==> src/rtl/rcservo_pkg.sv <==
// Scaling constants, FSM states and result payload shared by the RC servo generator and decoder.
package rcservo_pkg;

  localparam int unsigned TICKS_PER_MS    = 256;
  localparam int unsigned POS_MIN_TICKS   = 256;
  localparam int unsigned POS_MAX_TICKS   = 511;
  localparam int unsigned CLK_DIV_DEFAULT = 98;

  localparam int unsigned MIN_TICKS     = 64;
  localparam int unsigned MAX_TICKS     = 1024;
  localparam int unsigned TIMEOUT_TICKS = 8192;

  localparam int unsigned POS_W     = 8;
  localparam int unsigned WIDTH_W   = 12;
  localparam int unsigned TIMEOUT_W = 14;

  typedef enum logic [1:0] {ARM, LOW, HIGH} rc_state_e;

  typedef struct packed {
    logic [POS_W-1:0] pos;
    logic             clamped;
  } rc_sample_t;

  // Map an accepted high width in ticks to a saturated 8-bit position.
  function automatic rc_sample_t map_width(input logic [WIDTH_W-1:0] w);
    rc_sample_t s;
    if (w < WIDTH_W'(POS_MIN_TICKS)) begin
      s.pos     = '0;
      s.clamped = 1'b1;
    end else if (w > WIDTH_W'(POS_MAX_TICKS)) begin
      s.pos     = '1;
      s.clamped = 1'b1;
    end else begin
      s.pos     = w[POS_W-1:0];
      s.clamped = 1'b0;
    end
    return s;
  endfunction

endpackage

==> src/rtl/rcservo_decoder_if.sv <==
// PWM input and decoded position outputs of the RC servo decoder.
interface rcservo_decoder_if;
  import rcservo_pkg::*;

  logic             in;
  logic [POS_W-1:0] pos;
  logic             pos_valid;
  logic             clamped;
  logic             present;

  modport master (input in, output pos, output pos_valid, output clamped, output present);
  modport slave  (output in, input pos, input pos_valid, input clamped, input present);
endinterface

==> src/rtl/rcservo_tick_gen.sv <==
// Free-running clk-to-tick prescaler with synchronous restart and a registered one-cycle tick.
module rcservo_tick_gen
  import rcservo_pkg::*;
#(
  parameter int unsigned CLK_DIV = CLK_DIV_DEFAULT
) (
  input  logic clk,
  input  logic rst,
  input  logic restart,
  output logic tick
);

  localparam int unsigned CNT_W = (CLK_DIV > 1) ? $clog2(CLK_DIV) : 1;
  localparam logic [CNT_W-1:0] LAST = CNT_W'(CLK_DIV - 1);

  logic [CNT_W-1:0] count;

  always_ff @(posedge clk) begin
    if (rst) begin
      count <= '0;
      tick  <= 1'b0;
    end else begin
      tick <= (count == LAST);
      if (restart || count == LAST) count <= '0;
      else                          count <= count + CNT_W'(1);
    end
  end

endmodule

==> src/rtl/rcservo_decoder.sv <==
// Measures RC servo PWM high time in ticks and recovers the commanded 8-bit position.
module rcservo_decoder
  import rcservo_pkg::*;
#(
  parameter int unsigned CLK_DIV = CLK_DIV_DEFAULT
) (
  input  logic               clk,
  input  logic               rst,
  rcservo_decoder_if.master  bus
);

  localparam logic [WIDTH_W-1:0]   W_MIN   = WIDTH_W'(MIN_TICKS);
  localparam logic [WIDTH_W-1:0]   W_MAX   = WIDTH_W'(MAX_TICKS);
  localparam logic [TIMEOUT_W-1:0] T_LIMIT = TIMEOUT_W'(TIMEOUT_TICKS);

  // Synchronizer and edge history are left unreset so a line held high
  // through reset still reads high and ARM will not measure a partial pulse.
  logic s1, s2, prev;
  logic rise_q, fall_q;

  always_ff @(posedge clk) begin
    s1   <= bus.in;
    s2   <= s1;
    prev <= s2;
  end

  always_ff @(posedge clk) begin
    if (rst) begin
      rise_q <= 1'b0;
      fall_q <= 1'b0;
    end else begin
      rise_q <= s2 & ~prev;
      fall_q <= ~s2 & prev;
    end
  end

  // Restart from the edge one stage ahead; with the registered tick this
  // aligns the tick phase so the width comes out as floor(N/CLK_DIV).
  logic tick;
  logic restart_c;
  assign restart_c = s1 & ~s2;

  rcservo_tick_gen #(.CLK_DIV(CLK_DIV)) u_tick_gen (
    .clk     (clk),
    .rst     (rst),
    .restart (restart_c),
    .tick    (tick)
  );

  rc_state_e            state;
  logic [WIDTH_W-1:0]   width;
  logic [TIMEOUT_W-1:0] tcnt;
  logic [POS_W-1:0]     pos_q;
  logic                 pos_valid_q;
  logic                 clamped_q;
  logic                 present_q;

  logic       accept_c;
  rc_sample_t sample_c;

  assign accept_c = (state == HIGH) && fall_q && (width != W_MAX) && (width >= W_MIN);
  assign sample_c = map_width(width);

  always_ff @(posedge clk) begin
    if (rst) begin
      state       <= ARM;
      width       <= '0;
      tcnt        <= '0;
      pos_q       <= '0;
      pos_valid_q <= 1'b0;
      clamped_q   <= 1'b0;
      present_q   <= 1'b0;
    end else begin
      pos_valid_q <= 1'b0;

      case (state)
        ARM:  if (!s2) state <= LOW;
        LOW:  if (rise_q) begin
                state <= HIGH;
                width <= '0;
              end
        HIGH: if (width == W_MAX)  state <= ARM;
              else if (fall_q)     state <= LOW;
              else if (tick)       width <= width + WIDTH_W'(1);
        default: state <= ARM;
      endcase

      // An accepted pulse outranks a coincident timeout expiry.
      if (accept_c) begin
        pos_q       <= sample_c.pos;
        clamped_q   <= sample_c.clamped;
        pos_valid_q <= 1'b1;
        present_q   <= 1'b1;
        tcnt        <= '0;
      end else if (tick && tcnt != T_LIMIT) begin
        tcnt <= tcnt + TIMEOUT_W'(1);
        if (tcnt == T_LIMIT - TIMEOUT_W'(1)) present_q <= 1'b0;
      end
    end
  end

  assign bus.pos       = pos_q;
  assign bus.pos_valid = pos_valid_q;
  assign bus.clamped   = clamped_q;
  assign bus.present   = present_q;

endmodule

==> src/flat_wrapper.sv <==
// flat-port wrapper written by rule: the top's interface ports become plain ports
module rcservo_decoder_flat import rcservo_pkg::*;
#(
  parameter int unsigned CLK_DIV = CLK_DIV_DEFAULT
)
  (clk, rst, bus_in, bus_pos, bus_pos_valid, bus_clamped, bus_present);
  rcservo_decoder_if bus_i ();
  input  logic clk;
  input  logic rst;
  input wire logic [$bits(bus_i.in)-1:0] bus_in;
  output wire logic [$bits(bus_i.pos)-1:0] bus_pos;
  output wire logic [$bits(bus_i.pos_valid)-1:0] bus_pos_valid;
  output wire logic [$bits(bus_i.clamped)-1:0] bus_clamped;
  output wire logic [$bits(bus_i.present)-1:0] bus_present;
  assign bus_i.in = bus_in;
  assign bus_pos = bus_i.pos;
  assign bus_pos_valid = bus_i.pos_valid;
  assign bus_clamped = bus_i.clamped;
  assign bus_present = bus_i.present;
  rcservo_decoder #(.CLK_DIV(CLK_DIV)) u_core (.clk(clk), .rst(rst), .bus(bus_i));
endmodule
==> config.mk <==
export PLATFORM = sky130hd
export DESIGN_NAME = rcservo_decoder_flat
export DESIGN_NICKNAME = d
export VERILOG_FILES = /design/src/rtl/rcservo_pkg.sv /design/src/rtl/rcservo_decoder_if.sv /design/src/rtl/rcservo_tick_gen.sv /design/src/rtl/rcservo_decoder.sv /design/src/flat_wrapper.sv
export SDC_FILE = /design/constraint.sdc
export NUM_CORES = 1
export LEC_CHECK = 0
export CAP_MARGIN = 20
export CORE_MARGIN = 8
export CORE_UTILIZATION = 50
export CTS_BUF_LIST = sky130_fd_sc_hd__clkbuf_4 sky130_fd_sc_hd__clkbuf_8 sky130_fd_sc_hd__clkbuf_16
export CTS_CLUSTER_SIZE = 12
export DETAILED_ROUTE_END_ITERATION = 10
export GPL_ROUTABILITY_DRIVEN = 0
export PLACE_DENSITY = 0.71
export SLEW_MARGIN = 5
export SYNTH_ARGS = -nofsm -noshare
export SYNTH_HDL_FRONTEND = slang
export SYNTH_SLANG_ARGS = --single-unit
==> constraint.sdc <==
create_clock -name clk -period 2 [get_ports clk]
set_clock_uncertainty 0.15 [all_clocks]
set_input_delay 0.5 -clock clk [delete_from_list [all_inputs] [get_ports clk]]
set_output_delay 0.5 -clock clk [all_outputs]
set_load 0.005 [all_outputs]
==> metrics.md <==
| Metric | Value |
|---|---|
| Max H-tree Level | 2 |
| Max-Cap Viols | 0 |
| CP Launch Type | register |
| Detailed Route Iter0 Violations | ~70 |
| Grt total ovfl | 0 |
| Port Buffers | 13 |
| Hold depth | 0 |
| Slew margin rel. | 63.0% |
| Crit-path leading delay family | simple AND/OR/NAND/NOR gates |
| Switching Fraction | a little over a fifth |
| WP data arrival | 2120 ps |
| HP Start | u_core.s1 |
| Vias in the first global route | approximately 1,800 |
| Hold WS | 205 ps |
| Initial Util | 51.0% |
| Pleak | between 0.001 and 0.0015 µW |
| Number of buffers and inverters on the critical path | 2 |
| Worst-Margin Slew | 541 ps |
| CORE AREA | around 4700 µm² |
| Top Ports | 14 |
| Clock slew seen by the registers of the worst setup and hold paths | 90 ps |
| Post-layout nets | 308 |
| PwrDens | 642 nW/µm² |
| Placement Rows | 25 |
| First-pass GRT wire length | 7860 µm |
| Sequential power share | between 50% and 60% |
| Skew-Pair Late Insertion Delay | 310 ps |
| Post-synth EDFFs | 0 |
| Synth Cell Area | 2370 µm² |
| Post-synth cell types | 45 |
| ANT nets after route | 0 |
| Fmax | a little under 500 MHz |
| RSZ-0062 raised after global routing | yes |
| Slowest stage cell, crit path | or4b_4 |
| Hold-fix buffers, CTS | 0 |
| DRC Markers | 0 |
| Max layer used | met4 |
| Postcts setup bufs | 0 |
| Clock Tree Buf Depth | 2 |
| Worst Hold Path EP | u_core.s2 |
| DRT Pass-1 Iters | 4 |
| Share of cells above drive strength 1 | between 10% and 20% |
| WP depth | 7 |
| Via count | 1,935 |
| Cts bufs inserted | 5 |
| Die Width | 84.9 µm |
| Critical Path End Type | register |
| CTS tree | yes |
| Final Hold Fails | 0 |
| Reg2Reg Setup Slack | -30 ps |
| Fin crit share | 101% |
| Post-Route WL | between 4000 and 5000 µm |
| Seq/Total Area, Yosys | 43.8% |
| Post-synth top area share | 43.8% |
| Total Routing Usage GR | 13.3% |
| Syn Nets | 275 |
| CP max stage delay | 470 ps |
| Sw Pwr | just under 400 µW |
| Cell count after synthesis | 266 |
| Layout area overhead | 20.5% |
| Ant diodes | 0 |
| Chip Height | 84.9 µm |
| WL/cell | between 10 and 15 µm |
| Final worst setup slack | -25.1 ps |
| DP HPWL | 3380 µm |
| Power, Total | 1840 µW |
| Main flop type after synthesis | dfxtp_1 |
| Vias per inst | approximately 5.5 |
| Commonest non-fill, non-tap cell in the layout | dfxtp_1 |
| Synth area leader | dfxtp_1 |
| Int Pwr | 1440 µW |
| CP Cell Sequence | inv_2, ha_1, or4b_4, or2_4, a311o_1, buf_12, a21oi_2 |
| Yosys warning total | 0 |
| Met2 wire length | 2150 µm |
| Post-place setup slack | -34.4 ps |
| Final Max Tran Viols | 0 |
| Mapped Avg Cell Area | 8.93 µm² |
| Worst reg2reg path endpoint | u_core.tcnt[2] |
| Crit path time final | 2030 ps |
| Synth top area cells | dfxtp_1 (44%), xor2_1 (5.5%), nor2_1 (4.9%), xnor2_1 (4.1%), a221oi_1 (3.3%) |
| CTS root buffer | clkbuf_8 |
| # setup viols final | 15 |
| Reg2Reg Depth | 7 |
| Largest net degree at the start of global routing | 17 |
| Flops & latches, synth | 52 |
| DRT met1 WL | 2230 µm |
| Combinational power share | 3.4% |
| Crit Reg-Reg Startpoint | u_core.width[0] |
| Clock power frac | roughly two fifths |
| Worst-path fanout max | 14 |
| DIE AREA | between 7000 and 8000 µm² |
| Antenna violations before repair | 0 |
| Failing checks | negative setup slack |
| Worst vdd ir | around 0.35 mV |
| Crit Path Class | register to register |
| Status | finished with violations |
| Hold WC Path Type | register to register |
| Worst EP required | 2100 ps |
| Most frequent cells in the layout | dfxtp_1 (50), nor2_1 (30), buf_4 (26) |
| Asr flop ratio synth | 0% |
| Routed wl met3 | 244 µm |
| Clock sink count | 52 |
synthesized netlist by cell type (all sizes together), types with 3 or more instances:
| master | number |
|---|---|
| nand4 | 9 |
| nand2 | 21 |
| xor2 | 15 |
| or4b | 3 |
| nor2 | 41 |
| nor3 | 3 |
| dfxtp | 52 |
| and3 | 4 |
| a221oi | 9 |
| ha | 6 |
| clkbuf | 11 |
| xnor2 | 11 |
| a21oi | 6 |
| inv | 18 |
| a2111oi | 4 |
| o21ai | 3 |
| and4 | 3 |
| nand3 | 10 |
| buf | 3 |
| or3 | 4 |
worst register-to-register path, delay by kind of cell, from the launching register on:
family | cells | cell delay [ps]
buffers and inverters | 2 | 220
AO/OA/AOI/OAI | 2 | 400
adder cells (fa/ha/maj) | 1 | 130
flip-flops | 1 | 330
AND/OR/NAND/NOR | 2 | 730
through the flow:
step	setup TNS (ps)	cells	utilization, %	area [µm²]
after CTS	-205	354	61.0	2840
after floorplan	0	266	-	2380
after detailed placement	-132	346	58.5	2730
after global routing	-1690	354	61.4	2860
final	-182	354	61.4	2860
after global placement	0	346	58.5	2730
area by class of cell:
class | count | area [µm²]
inverters | 18 | 67.6
well taps | 54 | 67.6
clock buffers | 5 | 68.8
fillers | 423 | 1800
flip-flops and latches | 52 | 1040
multi-input cells | 182 | 1230
clock inverters | 3 | 42.5
repair buffers | 40 | 345
sequential cells by signal, indices dropped and copies added (netlist names):
signal and cells:
u_core.width 12, u_core.u_tick_gen.count 7, u_core.bus.present 1, u_core.s1 1
u_core.bus.pos 8, u_core.bus.clamped 1, u_core.rise_q 1, u_core.state 2
u_core.prev 1, u_core.u_tick_gen.tick 1, u_core.s2 1, u_core.bus.pos_valid 1
u_core.fall_q 1, u_core.tcnt 14
per-layer routing:
| metal | up-vias | GRT usage (%) |
|---|---|---|
| met3 | 8 | 3.76 |
| met1 | 903 | 16.5 |
| met5 | - | 0 |
| met4 | 0 | 6.15 |
| li1 | 985 | - |
| met2 | 39 | 20.7 |
power groups by stage:
stage	clock (µW)	sequential, µW	combinational (µW)
6_report	718	1060	62.5
5_1_grt	777	1060	69.8
4_1_cts	739	1060	62.3
3_5_place_dp	0	1080	62.0
3_3_place_gp	0	1080	60.4
2_1_floorplan	0	1080	39.7
cells by family (layout without fill, tap and decap cells):
logic type	count (synthesis)	in the layout	share of synthesized area [%]
and+or+nand+nor	114	114	25.9
DFF	52	52	43.8
AOI/OAI and AO/OA	34	34	11.2
buffers and inverters	32	66	5.48
xor gates and xnor gates	26	26	9.59
adders and majority gates	6	6	3.16
muxes	2	2	0.843
timing repair:
action	in CTS	in global routing
endpoints found under the setup margin	15	29
gates resized for setup	4	5
pin swaps	2	2
how the worst max path moves through the flow:
stage                          startpoint              to
after floorplan           u_core.width[0]  u_core.tcnt[7]
after global placement    u_core.width[0]  u_core.tcnt[2]
after detailed placement  u_core.width[0]  u_core.tcnt[2]
after CTS                 u_core.width[0]  u_core.tcnt[2]
after global routing      u_core.width[0]  u_core.tcnt[2]
final                     u_core.width[0]  u_core.tcnt[2]
No activity file was read; power rests on OpenSTA's default activity.
